**config.mk**
```make
export PLATFORM = sky130hd
export DESIGN_NAME = fir_coef_loader
export DESIGN_NICKNAME = d
export VERILOG_FILES = /design/src/rtl/fir_coef_loader.sv
export SDC_FILE = /design/constraint.sdc
export NUM_CORES = 2
export LEC_CHECK = 0
export CAP_MARGIN = 20
export CORE_MARGIN = 1
export CORE_UTILIZATION = 49
export DETAILED_ROUTE_END_ITERATION = 8
export PLACE_DENSITY_LB_ADDON = 0.15
export SETUP_SLACK_MARGIN = 0.02
export SYNTH_ARGS = -nofsm -noshare
export SYNTH_HDL_FRONTEND = slang
export SYNTH_SLANG_ARGS = --single-unit
```
**constraint.sdc**
```tcl
create_clock -name i_clk -period 4.2 [get_ports i_clk]
set_clock_uncertainty 0.1 [all_clocks]
set_input_delay 0.84 -clock i_clk [delete_from_list [all_inputs] [get_ports i_clk]]
set_output_delay 0.84 -clock i_clk [all_outputs]
set_load 0.01 [all_outputs]
```
**src/rtl/fir_coef_loader.sv**
```systemverilog
// Run-time coefficient loader for the transposed-form FIR.
// Shadow-bank load over valid/ready, atomic bank swap, pipeline clear, then output masking.
module fir_coef_loader #(
  parameter int unsigned DATA_WIDTH = 24,
  parameter int unsigned FIR_DEPTH  = 16
) (
  input  logic                            i_clk,
  input  logic                            i_rst,
  input  logic                            i_load_start,
  input  logic                            i_load_abort,
  input  logic [DATA_WIDTH-1:0]           iv_coef,
  input  logic                            i_coef_valid,
  output logic                            o_coef_ready,
  input  logic                            i_sample_valid,
  output logic [FIR_DEPTH*DATA_WIDTH-1:0] ov_weights,
  output logic                            o_fir_en,
  output logic                            o_fir_clr,
  output logic                            o_out_gate,
  output logic                            o_drop,
  output logic                            o_busy,
  output logic                            o_done
);

  localparam int unsigned IdxW = (FIR_DEPTH > 1) ? $clog2(FIR_DEPTH) : 1;
  localparam logic [IdxW-1:0] LastIdx = IdxW'(FIR_DEPTH - 1);

  typedef enum logic [2:0] {StIdle, StLoad, StSwap, StClear, StSettle} state_e;

  state_e                          r_state;
  state_e                          w_state_next;
  logic [IdxW-1:0]                 r_idx;
  logic [IdxW-1:0]                 r_cnt;
  logic [FIR_DEPTH*DATA_WIDTH-1:0] r_shadow;
  logic [FIR_DEPTH*DATA_WIDTH-1:0] r_active;
  logic                            w_beat;

  always_comb begin
    w_state_next = r_state;
    w_beat       = 1'b0;
    o_coef_ready = 1'b0;
    o_fir_en     = 1'b1;
    o_fir_clr    = 1'b0;
    o_out_gate   = 1'b1;
    o_done       = 1'b0;
    case (r_state)
      StIdle: begin
        if (i_load_start) w_state_next = StLoad;
      end
      StLoad: begin
        o_coef_ready = 1'b1;
        // Abort takes priority: a beat in the abort cycle is not stored.
        if (i_load_abort) begin
          w_state_next = StIdle;
        end else if (i_coef_valid) begin
          w_beat = 1'b1;
          if (r_idx == LastIdx) w_state_next = StSwap;
        end
      end
      StSwap: begin
        o_fir_en     = 1'b0;
        w_state_next = StClear;
      end
      StClear: begin
        o_fir_en     = 1'b0;
        o_fir_clr    = 1'b1;
        w_state_next = StSettle;
      end
      StSettle: begin
        o_out_gate = 1'b0;
        if (i_sample_valid && (r_cnt == LastIdx)) begin
          o_done       = 1'b1;
          w_state_next = StIdle;
        end
      end
      default: w_state_next = StIdle;
    endcase
  end

  assign o_drop     = i_sample_valid & ~o_fir_en;
  assign o_busy     = (r_state != StIdle);
  assign ov_weights = r_active;

  always_ff @(posedge i_clk) begin
    if (i_rst) begin
      r_state  <= StIdle;
      r_idx    <= '0;
      r_cnt    <= '0;
      r_shadow <= '0;
      r_active <= '0;
    end else begin
      r_state <= w_state_next;
      if (r_state == StIdle && i_load_start) r_idx <= '0;
      if (w_beat) begin
        r_shadow[r_idx*DATA_WIDTH +: DATA_WIDTH] <= iv_coef;
        r_idx                                    <= r_idx + 1'b1;
      end
      if (r_state == StSwap) r_active <= r_shadow;
      // Settle counter starts from zero on the first post-clear sample.
      if (r_state == StClear) begin
        r_cnt <= '0;
      end else if (r_state == StSettle && i_sample_valid) begin
        r_cnt <= r_cnt + 1'b1;
      end
    end
  end

endmodule

```
==> reports/metrics.sh <==
GRT_PASS1_WL_UM=151400
FILLERS=5484
ROUTED_WL_UM=102100
RSZ0062_AT_GRT='false'
TIMING_HOLD_VIOLATIONS_FINAL=0
FINAL_MIN_PERIOD_OVER_CLOCK_PERIOD_PCT=92.00
WORSTSETUPPATHTYPE='reg2reg'
TRITONCTS='done'
POST-PLACE-WS_NS=0.1237
CORE-AREA_SQ_UM=61600
STATIC-LEAKAGE-POWER_nW=13.53
START_KIND='flip-flop'
GRT_START_MAX_NET_PINS=180
SYNTH_ENABLE_FLOP_CELLS=0
CORE.ROWCOUNT=91
DIE-WIDTH_UM=251.3
GROUTE.USAGE.OVERALL_PCT=31.25
DRTPASS1ITERATIONS=9
NUM_IO_PINS=421
SW_POWER_mW=3.489
SYNTH_FF_TYPE='sky130_fd_sc_hd__dfxtp_1'
COMBINATIONAL_FAMILY_WITH_THE_MOST_AREA_AFTER_SYNTHESIS='simple AND/OR/NAND/NOR gates'
POST-DP-HPWL_UM=71090
POST-SYNTH-TOP-AREA-FRACTION_PCT=51.21
NETLIST_TOP_CELLS_AREA='sky130_fd_sc_hd__dfxtp_1 (51%), sky130_fd_sc_hd__nand2_1 (12%), sky130_fd_sc_hd__mux2i_1 (8.9%)'
REMAINING_DRC_ERRORS=0
GP_CONGESTION=0.9734
MIN_PATH_TYPE='reg2reg'
DIE_HEIGHT_UM=251.3
INTERNAL_POWER_mW=11.79
MAXCAPVIOLCOUNT=0
WORST-SLEW-PIN-TRANSITION_NS=1.137
NUMPLACEDINSTANCES=4678
NUM_VIAS=26880
FINAL-INSTANCE-COUNT-EXCL-FILL=4823
SYNTHARSTFLOPSHARE_PCT=0
CLK_PATH_BUF_DEPTH=3
WL_PER_CELL_UM=21.17
PLACE.PORT_BUFFERS=420
CTS.CLK_SLEW.WORST_PATHS_NS=0.07
ENDPOINT_KIND='flip-flop'
FINALSETUPVIOLATIONS=0
SYNTH_TOP_CELLS_BY_COUNT='sky130_fd_sc_hd__nand2_1 (950), sky130_fd_sc_hd__dfxtp_1 (779), sky130_fd_sc_hd__a21oi_1 (505)'
NETLIST_INSTANCES=3562
VIA_COUNT_OF_THE_FIRST_GLOBAL_ROUTING_PASS=24390
WORST_EP_ARRIVAL_TIME_NS=4.30
ADDER_AND_MAJORITY_GATE_PORTION_OF_THE_SYNTHESIZED_AREA_PCT=0.3287
POWER_DENSITY_nW_PER_UM2=397.8
SYNTHMOSTINSTANTIATEDCELL='sky130_fd_sc_hd__nand2_1'
WORST_SLACK_NS=0.3359
POWER.COMBINATIONAL.FRACTION_PCT=4.5
PEAKVDDDROP_uV=292.9
SYNTH-COMPOUND-AREA-SHARE_PCT=14.62
CTS_HOLD_BUFFERS=0
NNETSFINAL=3964
FINALWORSTPATHREQUIREDPERIOD_NS=3.864
AREA_GROWTH_PCT=26.18
YS_WARN_COUNT=0
FP.DIEAREA_SQ_UM=63140
REQUIRED_NS=4.64
CLK_LATENCY_NS=0.63
GLOBALROUTEOVERFLOWTOTAL=0
SYNTH_AREA_SQ_UM=30450
FIN_WORST_HOLD_SLACK_NS=0.3403
CTS_INSERTED_BUFFERS=80
SYNTH.FF_LATCH_COUNT=779
POWER.SHARE.CLOCK_PCT=47.0
ANTENNA_VIOLATIONS_BEFORE_REPAIR=1
POST_LAYOUT_UTIL_PCT=62.38
CLKSINKCOUNT=779
FINAL.SETUP.TNS_NS=0
TIMING.SLEW.HEADROOM_PCT=23.65
SLEW_VIOL_FINAL=0
CLOCK_TREE.HTREE_LEVEL_COUNT=3
SYNTH_AREA_IN_SIMPLE_GATES_PCT=20.68
SYNTH_CELL_TYPES=81
PWR-SHARE-SEQ_PCT=48.5
INITIAL_DRC_COUNT=2463
MAX_FREQ_MHz=258.8
CLOCK_TREE.ROOT_CELL='sky130_fd_sc_hd__clkbuf_16'
VIA_PER_INST=5.574
SW_FRAC_OF_TOTAL_PCT=22.83
MAPPEDNETLISTNETS=3600
LAYOUT-DRIVE-GT1-SHARE_PCT=8.407
SYNTH_XOR_AREA_SHARE_PCT=0.3123
DETAIL-ROUTE-ANTENNA-NETS=0
EFFECTIVE_UTILIZATION_AT_FLOORPLAN_PCT=49.43
SYN-MEAN-INSTANCE-AREA_SQ_UM=8.549
CRITICAL_PATH.MAX_FANOUT=14
YOSYSTOPAREACELL='sky130_fd_sc_hd__dfxtp_1'
OUTCOME='complete, no violations'
SYNTH.YOSYS.SEQ_AREA_SHARE_PCT=51.21
POST_SYNTH_MUX_AREA_SHARE_PCT=9.319
-- worst paths after layout --
| path | start | end | slack (ns) | cells past startpoint |
|---|---|---|---|---|
| setup reg to reg | r_idx[2] | r_shadow[179] | 0.34 | 13 |
| hold / removal | r_shadow[69] | ov_weights[69] | 0.34 | 2 |
| hold reg to reg | r_shadow[69] | ov_weights[69] | 0.34 | 2 |
| setup / recovery | r_idx[2] | r_shadow[179] | 0.34 | 13 |
-- sequential cells by signal, indices dropped and copies added, names as in the netlist --
name,flops
r_shadow,384
r_state,3
r_cnt,4
r_idx,4
ov_weights,384
-- worst max-delay path, stage by stage, from the launching register on --
cell and delay, ns:
sky130_fd_sc_hd__dfxtp_1 0.40, sky130_fd_sc_hd__inv_1 0.08, sky130_fd_sc_hd__ha_1 0.46, sky130_fd_sc_hd__and3b_1 0.25, sky130_fd_sc_hd__o31ai_2 0.30, sky130_fd_sc_hd__a21oi_1 0.13, sky130_fd_sc_hd__ha_2 0.34, sky130_fd_sc_hd__inv_1 0.10
sky130_fd_sc_hd__nor2_1 0.22, sky130_fd_sc_hd__buf_4 0.34, sky130_fd_sc_hd__nand3_1 0.32, sky130_fd_sc_hd__buf_4 0.28, sky130_fd_sc_hd__or3_1 0.30, sky130_fd_sc_hd__a21oi_1 0.14
-- power by group through the flow --
| stage | clock network [mW] | registers, mW | logic [mW] |
|---|---|---|---|
| after global routing | 7.58 | 7.40 | 0.721 |
| after global placement | 0 | 7.57 | 0.678 |
| final | 7.18 | 7.41 | 0.695 |
| after CTS | 7.27 | 7.41 | 0.674 |
| after floorplan | 0 | 7.57 | 0.378 |
| after detailed placement | 0 | 7.57 | 0.671 |
-- area by class of cell --
| class | instances | area [sq um] | share of cell area (%) |
|---|---|---|---|
| well taps | 837 | 1047 | 2.726 |
| inverters | 17 | 63.81 | 0.1661 |
| repair buffers | 537 | 5223 | 13.59 |
| flip-flops and latches | 779 | 15600 | 40.59 |
| clock buffers | 123 | 2394 | 6.229 |
| diodes | 1 | 2.502 | 0.006513 |
| clock inverters | 18 | 256.5 | 0.6676 |
| multi-input cells | 2511 | 13840 | 36.02 |
-- kinds of logic after synthesis --
group                    Yosys count
AO/OA/AOI/OAI                    730
flip-flops                       779
AND/OR/NAND/NOR                 1481
buffers and inverters            272
XOR/XNOR                          10
multiplexers                     282
adder cells (fa/ha/maj)            8
-- timing repair --
action / in CTS / in global routing
endpoints found under the setup margin: 0 / 40
buffers inserted: 0 / 1
gates resized for setup: 0 / 3
-- placed cells by master, fill, tap and decap left out, types with 10 or more instances in the layout --
cell / n
sky130_fd_sc_hd__nand2b_1: 13
sky130_fd_sc_hd__a22oi_1: 34
sky130_fd_sc_hd__nand3_2: 12
sky130_fd_sc_hd__a22o_1: 24
sky130_fd_sc_hd__a221oi_1: 10
sky130_fd_sc_hd__inv_1: 15
sky130_fd_sc_hd__nor3_1: 11
sky130_fd_sc_hd__mux2i_1: 270
sky130_fd_sc_hd__mux2_2: 12
sky130_fd_sc_hd__or3_1: 18
sky130_fd_sc_hd__nor2_1: 321
sky130_fd_sc_hd__nand3_1: 59
sky130_fd_sc_hd__clkbuf_1: 20
sky130_fd_sc_hd__nand2_1: 949
sky130_fd_sc_hd__a211oi_1: 42
sky130_fd_sc_hd__clkbuf_16: 80
sky130_fd_sc_hd__o21ai_0: 16
sky130_fd_sc_hd__clkbuf_8: 23
sky130_fd_sc_hd__a21oi_1: 504
sky130_fd_sc_hd__clkdlybuf4s50_1: 419
sky130_fd_sc_hd__dfxtp_1: 778
sky130_fd_sc_hd__buf_12: 11
sky130_fd_sc_hd__buf_4: 105
sky130_fd_sc_hd__nor2b_1: 11
sky130_fd_sc_hd__a32o_1: 16
sky130_fd_sc_hd__or2_2: 12
-- stage by stage --
stage	power [mW]	area (sq um)
after global routing	15.71	38420
after global placement	8.247	35720
after detailed placement	8.240	35720
after CTS	15.35	38370
final	15.28	38420
after floorplan	7.944	30450
-- routing by layer --
| layer | GRT usage (%) | vias to the layer above | routed length, um |
|---|---|---|---|
| met5 | 0 | - | 0 |
| met4 | 10.66 | 0 | 3133 |
| li1 | - | 12790 | - |
| met3 | 6.616 | 188 | 7859 |
| met2 | 47.45 | 991 | 45230 |
| met1 | 43.90 | 12910 | 45870 |
(Power assumes the default switching activity.)
